**config.mk**
```make
export PLATFORM = sky130hd
export DESIGN_NAME = lif_config_sequencer
export DESIGN_NICKNAME = d
export VERILOG_FILES = /design/src/rtl/lif_seq_pkg.sv /design/src/rtl/lif_config_sequencer_sat_counter.sv /design/src/rtl/lif_config_sequencer.sv
export SDC_FILE = /design/constraint.sdc
export NUM_CORES = 1
export LEC_CHECK = 0
export ABC_AREA = 1
export CAP_MARGIN = 0
export CORE_AREA = 10 10 128 130
export CTS_CLUSTER_SIZE = 16
export DETAILED_ROUTE_END_ITERATION = 8
export DIE_AREA = 0 0 138 140
export PLACE_DENSITY = 0.65
export SYNTH_ARGS = -nofsm -noshare
export SYNTH_HDL_FRONTEND = slang
export SYNTH_SLANG_ARGS = --single-unit
```
**constraint.sdc**
```tcl
create_clock -name clk -period 5.1 [get_ports clk]
set_clock_uncertainty 0.15 [all_clocks]
set_input_delay 1.02 -clock clk [delete_from_list [all_inputs] [get_ports clk]]
set_output_delay 1.02 -clock clk [all_outputs]
set_load 0.02 [all_outputs]
```
**src/rtl/lif_seq_pkg.sv**
```systemverilog
// Shared opcodes, FSM state encoding and reset constants for the LIF config sequencer.
package lif_seq_pkg;

    localparam logic [2:0] OP_INPUTS    = 3'b000;
    localparam logic [2:0] OP_WEIGHTS   = 3'b001;
    localparam logic [2:0] OP_THRESHOLD = 3'b010;
    localparam logic [2:0] OP_BIAS      = 3'b011;
    localparam logic [2:0] OP_SHIFT     = 3'b100;
    localparam logic [2:0] OP_RUN       = 3'b101;
    localparam logic [2:0] OP_BATCHNORM = 3'b110;
    localparam logic [2:0] OP_NOP       = 3'b111;

    typedef enum logic [1:0] {
        ST_IDLE    = 2'd0,
        ST_PAYLOAD = 2'd1,
        ST_RUN     = 2'd2,
        ST_DONE    = 2'd3
    } state_t;

    // WEIGHT_INIT is the fill bit replicated across the whole weight vector.
    localparam logic       WEIGHT_INIT    = 1'b1;
    localparam int         THRESHOLD_INIT = 5;
    localparam logic [7:0] BATCHNORM_INIT = 8'h04;

    function automatic int vec_bytes(input int n_stages);
        int n_inputs;
        n_inputs = 1 << n_stages;
        return (n_inputs / 8 < 1) ? 1 : n_inputs / 8;
    endfunction

endpackage

```
**src/rtl/lif_config_sequencer_sat_counter.sv**
```systemverilog
// Saturating up-counter with synchronous clear; used for the spike tally and payload timeout.
module sat_counter #(
    parameter int WIDTH = 8
) (
    input  logic             clk,
    input  logic             reset,
    input  logic             i_clear,
    input  logic             i_en,
    output logic [WIDTH-1:0] o_count
);

    logic [WIDTH-1:0] r_count;

    always_ff @(posedge clk) begin
        if (reset || i_clear) begin
            r_count <= '0;
        end else if (i_en && !(&r_count)) begin
            r_count <= r_count + WIDTH'(1);
        end
    end

    assign o_count = r_count;

endmodule

```
**src/rtl/lif_config_sequencer.sv**
```systemverilog
// Byte-stream command sequencer: stages payloads, commits neuron config atomically, runs RUN bursts.
// Optional payload idle timeout is built when LIF_SEQ_TIMEOUT_EN is defined.
//
// state   | meaning
// IDLE    | waiting for a header byte
// PAYLOAD | collecting payload bytes for the latched opcode
// RUN     | execute asserted, counting returned spikes
// DONE    | one-cycle done pulse, tally final
module lif_config_sequencer
    import lif_seq_pkg::*;
#(
    parameter int N_STAGES     = 5,
    parameter int CNT_BITS     = 8,
    parameter int TIMEOUT_BITS = 8
) (
    input  logic                   clk,
    input  logic                   reset,
    input  logic [7:0]             in_data,
    input  logic                   in_valid,
    output logic                   in_ready,
    output logic [2**N_STAGES-1:0] inputs_out,
    output logic [2**N_STAGES-1:0] weights_out,
    output logic [N_STAGES:0]      threshold_out,
    output logic [N_STAGES+1:0]    bias_out,
    output logic [2:0]             shift_out,
    output logic [7:0]             batchnorm_out,
    output logic                   execute,
    input  logic                   spike_in,
    output logic                   busy,
    output logic                   done,
    output logic [CNT_BITS-1:0]    spike_count,
    output logic                   err
);

    localparam int INPUTS    = 2**N_STAGES;
    localparam int VEC_BYTES = vec_bytes(N_STAGES);
    localparam int STG_W     = VEC_BYTES * 8;
    localparam int TH_W      = N_STAGES + 1;
    localparam int BI_W      = N_STAGES + 2;
    localparam int BC_W      = $clog2(VEC_BYTES) + 1;

    state_t              r_state;
    state_t              w_state_next;
    logic [2:0]          r_opcode;
    logic [STG_W-1:0]    r_stage;
    logic [BC_W-1:0]     r_byte_cnt;
    logic [CNT_BITS-1:0] r_run_cnt;
    logic [INPUTS-1:0]   r_inputs;
    logic [INPUTS-1:0]   r_weights;
    logic [TH_W-1:0]     r_threshold;
    logic [BI_W-1:0]     r_bias;
    logic [2:0]          r_shift;
    logic [7:0]          r_batchnorm;

    logic [STG_W-1:0]    w_stage_next;
    logic [CNT_BITS-1:0] w_run_n;
    logic                w_hdr_accept;
    logic                w_pay_accept;
    logic                w_last;
    logic                w_run_start;
    logic                w_timeout;

    // First byte ends up most significant once the vector is full.
    assign w_stage_next = STG_W'({r_stage, in_data});
    assign w_run_n      = CNT_BITS'(in_data);
    assign w_hdr_accept = (r_state == ST_IDLE) && in_valid;
    assign w_pay_accept = (r_state == ST_PAYLOAD) && in_valid;
    assign w_last       = (r_opcode == OP_INPUTS || r_opcode == OP_WEIGHTS)
                        ? (r_byte_cnt == BC_W'(VEC_BYTES - 1)) : 1'b1;
    assign w_run_start  = w_pay_accept && w_last && (r_opcode == OP_RUN);

    sat_counter #(.WIDTH(CNT_BITS)) u_spike_cnt (
        .clk     (clk),
        .reset   (reset),
        .i_clear (w_run_start),
        .i_en    ((r_state == ST_RUN) && spike_in),
        .o_count (spike_count)
    );

`ifdef LIF_SEQ_TIMEOUT_EN
    logic [TIMEOUT_BITS-1:0] w_idle_cnt;

    sat_counter #(.WIDTH(TIMEOUT_BITS)) u_timeout (
        .clk     (clk),
        .reset   (reset),
        .i_clear ((r_state != ST_PAYLOAD) || in_valid),
        .i_en    ((r_state == ST_PAYLOAD) && !in_valid),
        .o_count (w_idle_cnt)
    );

    assign w_timeout = (r_state == ST_PAYLOAD) && !in_valid && (&w_idle_cnt);
`else
    // Constant 0: no timeout hardware in this build.
    assign w_timeout = (TIMEOUT_BITS < 0);
`endif

    always_ff @(posedge clk) begin
        if (reset) begin
            r_state <= ST_IDLE;
        end else begin
            r_state <= w_state_next;
        end
    end

    always_comb begin
        w_state_next = r_state;
        in_ready     = 1'b0;
        execute      = 1'b0;
        done         = 1'b0;
        err          = 1'b0;
        busy         = (r_state != ST_IDLE);
        case (r_state)
            ST_IDLE: begin
                in_ready = 1'b1;
                if (in_valid && in_data[7:5] != OP_NOP) begin
                    w_state_next = ST_PAYLOAD;
                end
            end
            ST_PAYLOAD: begin
                in_ready = 1'b1;
                if (in_valid) begin
                    if (w_last) begin
                        if (r_opcode == OP_RUN) begin
                            w_state_next = (w_run_n == '0) ? ST_DONE : ST_RUN;
                        end else begin
                            w_state_next = ST_IDLE;
                        end
                    end
                end else if (w_timeout) begin
                    err          = 1'b1;
                    w_state_next = ST_IDLE;
                end
            end
            ST_RUN: begin
                execute = 1'b1;
                if (r_run_cnt == CNT_BITS'(1)) begin
                    w_state_next = ST_DONE;
                end
            end
            ST_DONE: begin
                done         = 1'b1;
                w_state_next = ST_IDLE;
            end
            default: w_state_next = ST_IDLE;
        endcase
    end

    always_ff @(posedge clk) begin
        if (reset) begin
            r_opcode    <= OP_NOP;
            r_stage     <= '0;
            r_byte_cnt  <= '0;
            r_run_cnt   <= '0;
            r_inputs    <= '0;
            r_weights   <= {INPUTS{WEIGHT_INIT}};
            r_threshold <= TH_W'(THRESHOLD_INIT);
            r_bias      <= '0;
            r_shift     <= '0;
            r_batchnorm <= BATCHNORM_INIT;
        end else begin
            if (w_hdr_accept) begin
                r_opcode   <= in_data[7:5];
                r_stage    <= '0;
                r_byte_cnt <= '0;
            end
            if (w_pay_accept) begin
                r_stage    <= w_stage_next;
                r_byte_cnt <= r_byte_cnt + BC_W'(1);
                if (w_last) begin
                    case (r_opcode)
                        OP_INPUTS:    r_inputs    <= w_stage_next[INPUTS-1:0];
                        OP_WEIGHTS:   r_weights   <= w_stage_next[INPUTS-1:0];
                        OP_THRESHOLD: r_threshold <= TH_W'(in_data);
                        OP_BIAS:      r_bias      <= BI_W'(in_data);
                        OP_SHIFT:     r_shift     <= 3'(in_data);
                        OP_BATCHNORM: r_batchnorm <= in_data;
                        OP_RUN:       r_run_cnt   <= w_run_n;
                        default:      ;
                    endcase
                end
            end
            if (r_state == ST_RUN) begin
                r_run_cnt <= r_run_cnt - CNT_BITS'(1);
            end
        end
    end

    assign inputs_out    = r_inputs;
    assign weights_out   = r_weights;
    assign threshold_out = r_threshold;
    assign bias_out      = r_bias;
    assign shift_out     = r_shift;
    assign batchnorm_out = r_batchnorm;

endmodule
```
==> out/results.txt <==
Outcome - completed
Clk slew on worst S/H paths - 0.06 ns
Drt drc - 0
Post-route cell area - 7180 um^2
Count of clock tree sinks - 136
Core area - 13800 um^2
First-pass detailed-route iteration total - 6
Via density - 5.16
# Max-Cap Violations - 0
FP Rows - 43
Final Hold Fails - 0
Post-synthesis sequential area ratio - 49.8%
Max frequency - 260 MHz
All-Layer GR Usage - 16.3%
Peak supply drop - 0.195 mV
# diodes - 0
Initial antenna violation count - 0
Clock root buffer master - clkbuf_16
Setup ws final - 1.25 ns
Largest net degree at the start of global routing - 60
Die ar. - 19300 um^2
Post-CTS setup buffers - 0
Clock H-tree levels - 4
Overflow after GRT - 0
Ports - 113
Worst Path Required - 5.30 ns
Synthesized net count - 745
Crit-path max FO - 59
Die height - 140 um
Setup crit end kind - flip-flop
Post-synth top area share - 49.8%
Number of global-route vias before repair - 5020
Tcrit/Tclk final - 75.5%
Hold crit path type - reg2reg
Count of final setup violators - 0
Placer Congestion - 0.836
Wirelength, routed - 16100 um
Tightest Pin Transition - 1.03 ns
Layout cell share with drive strength beyond 1 - 6.98%
Worst Path Arrival - 4.05 ns
# nets final - 835
Pwr/cell area - 333 nW/um^2
PortBufs - 111
Crit path kind - in2reg
Pre-CTS setup slack - 0.902 ns
Post-synth cell types - 30
Gates resized, CTS repair - 0
First-pass GRT wire length - 26300 um
Die X - 138 um
CTS tree - built
DP HPWL - 11300 um
CTS Hold Bufs - 0
Startpoint types - input port
TNS Setup - 0 ns
Initial core utilization - 39.7%
DR vias - 5216
Leakage - 2.81 nW
RSZ-0062 raised after global routing - no
Drt wl/cell - 15.9 um
Clk_lat worst skew - 0.41 ns
Main area contributors after synthesis - dfxtp_1, nand2_1, nand3_1, a21oi_1, inv_1
Synthesized area - 5470 um^2
Routed Antenna Nets - 0
Worst-case clock buffer depth - 2
Relative slew slack - 31.0%
Post-Syn Area per Cell - 7.51 um^2
Final worst path period need - 3.85 ns
Area grow syn2layout - 31.3%
CTS buffer count - 17
Number of DRC markers in iteration 0 - 412
Largest area contributor in the synthesized netlist - dfxtp_1
Flop and latch count out of synthesis - 136
Slew Viols, Final - 0
Placement Cell Area - 6600 um^2
Mapped Cells - 728
Final cell utilization of the core - 52.1%
Yosys Warn Count - 0
## metal layers
| layer | GRT usage [%] | share of wire [%] | vias to the layer above | routed length [um] |
|---|---|---|---|---|
| met2 | 24.7 | 45 | 157 | 7210 |
| li1 | - | - | 2582 | - |
| met3 | 4.73 | 6.5 | 14 | 1040 |
| met1 | 21.6 | 47 | 2463 | 7620 |
| met4 | 5.44 | 1.1 | 0 | 180 |
| met5 | 0 | 0 | - | 0 |
## path summary, 6_finish.rpt
path / start / endpoint / slack (ns) / depth (start not counted)
worst max-delay path: in_valid / weights_out[26] / 1.25 / 10
worst min-delay path: batchnorm_out[4] / batchnorm_out[4] / 0.31 / 2
worst max register to register: flip-flop / weights_out[26] / 1.99 / 10
worst min register to register: batchnorm_out[4] / batchnorm_out[4] / 0.31 / 2
## power breakdown
group          internal [mW]  leakage [nW]  switching [mW]
clock                  0.720         0.285           0.454
sequential              1.07          1.10          0.0130
combinational         0.0355          1.43          0.0916
## flip-flops by register name, summed over array words and instances (netlist names), named ones only
signal,cells
inputs_out,32
weights_out,32
r_stage,24
batchnorm_out,8
r_run_cnt,8
u_spike_cnt.o_count,8
bias_out,7
threshold_out,6
r_byte_cnt,3
r_opcode,3
shift_out,3
r_state,1
## logic make-up after synthesis
kind of cell,Yosys count,share of synthesized area [%]
other,1,0.0686
AOI/OAI and AO/OA,113,11.1
xor gates and xnor gates,3,0.481
DFF,136,49.8
and+or+nand+nor,383,30.2
buffers and inverters,87,7.23
adders and majority gates,5,1.14
## per-stage QoR
stage / hold WS (ns) / total power, mW / cells
finish: 0.310 / 2.39 / 1011
global route: 0.334 / 2.47 / 1011
CTS: 0.315 / 2.40 / 1011
detailed placement: 0.307 / 1.24 / 979
global placement: 0.292 / 1.23 / 979
floorplan: 0.279 / 1.19 / 728
## synthesized netlist by cell type
cell and number:
nand2_1 214, dfxtp_1 136, nand3_1 119, a21oi_1 93, inv_1 33, nor2_1 28
buf_2 18, clkbuf_1 18, o211ai_1 14, inv_2 7, ha_1 5, nand2_2 5
nor3_1 5, buf_6 4, nand4_1 4, o21ai_0 4, buf_4 3, nor2_2 3
inv_4 2, nand2_4 2, xor2_1 2, and3_1 1, buf_1 1, clkinv_1 1
conb_1 1, nand3_2 1, nor3_2 1, o21bai_1 1, o22ai_1 1, xnor2_1 1
## critical path, stage by stage
cell             delay, ns
clkdlybuf4s50_1       0.56
nand3_2               0.54
inv_4                 0.48
nand2_4               0.10
inv_4                 0.41
nand2_1               0.10
buf_4                 0.28
inv_2                 0.33
nand2_1               0.11
nand3_1               0.09
## placed cells by master (no fill, tap or decap)
| cell type | instances |
|---|---|
| nand2_1 | 214 |
| dfxtp_1 | 136 |
| nand3_1 | 119 |
| clkdlybuf4s50_1 | 110 |
| a21oi_1 | 93 |
| inv_1 | 33 |
| nor2_1 | 28 |
| clkbuf_16 | 17 |
| o211ai_1 | 14 |
| inv_2 | 7 |
| nand2_2 | 5 |
| nor3_1 | 5 |
| ha_1 | 5 |
| clkinv_2 | 5 |
| nand4_1 | 4 |
| o21ai_0 | 4 |
| clkbuf_8 | 4 |
| buf_4 | 4 |
| nor2_2 | 3 |
| inv_4 | 2 |
| nand2_4 | 2 |
| xor2_1 | 2 |
| clkinvlp_4 | 2 |
| clkinv_4 | 2 |
| nand3_2 | 1 |
| clkinv_1 | 1 |
| nor3_2 | 1 |
| xnor2_1 | 1 |
| o21bai_1 | 1 |
| o22ai_1 | 1 |
| and3_1 | 1 |
| conb_1 | 1 |
| bufinv_16 | 1 |
| inv_6 | 1 |
| buf_2 | 1 |
## layout make-up
type / instances / area (um^2)
fill: 1317 / 6600
clock inverter: 11 / 96.3
tap: 180 / 225
multi-input combinational: 505 / 2350
clock buffer: 21 / 480
timing repair buffer: 115 / 1140
inverter: 43 / 166
sequential: 136 / 2720
No activity file was read; power rests on OpenSTA's default activity.
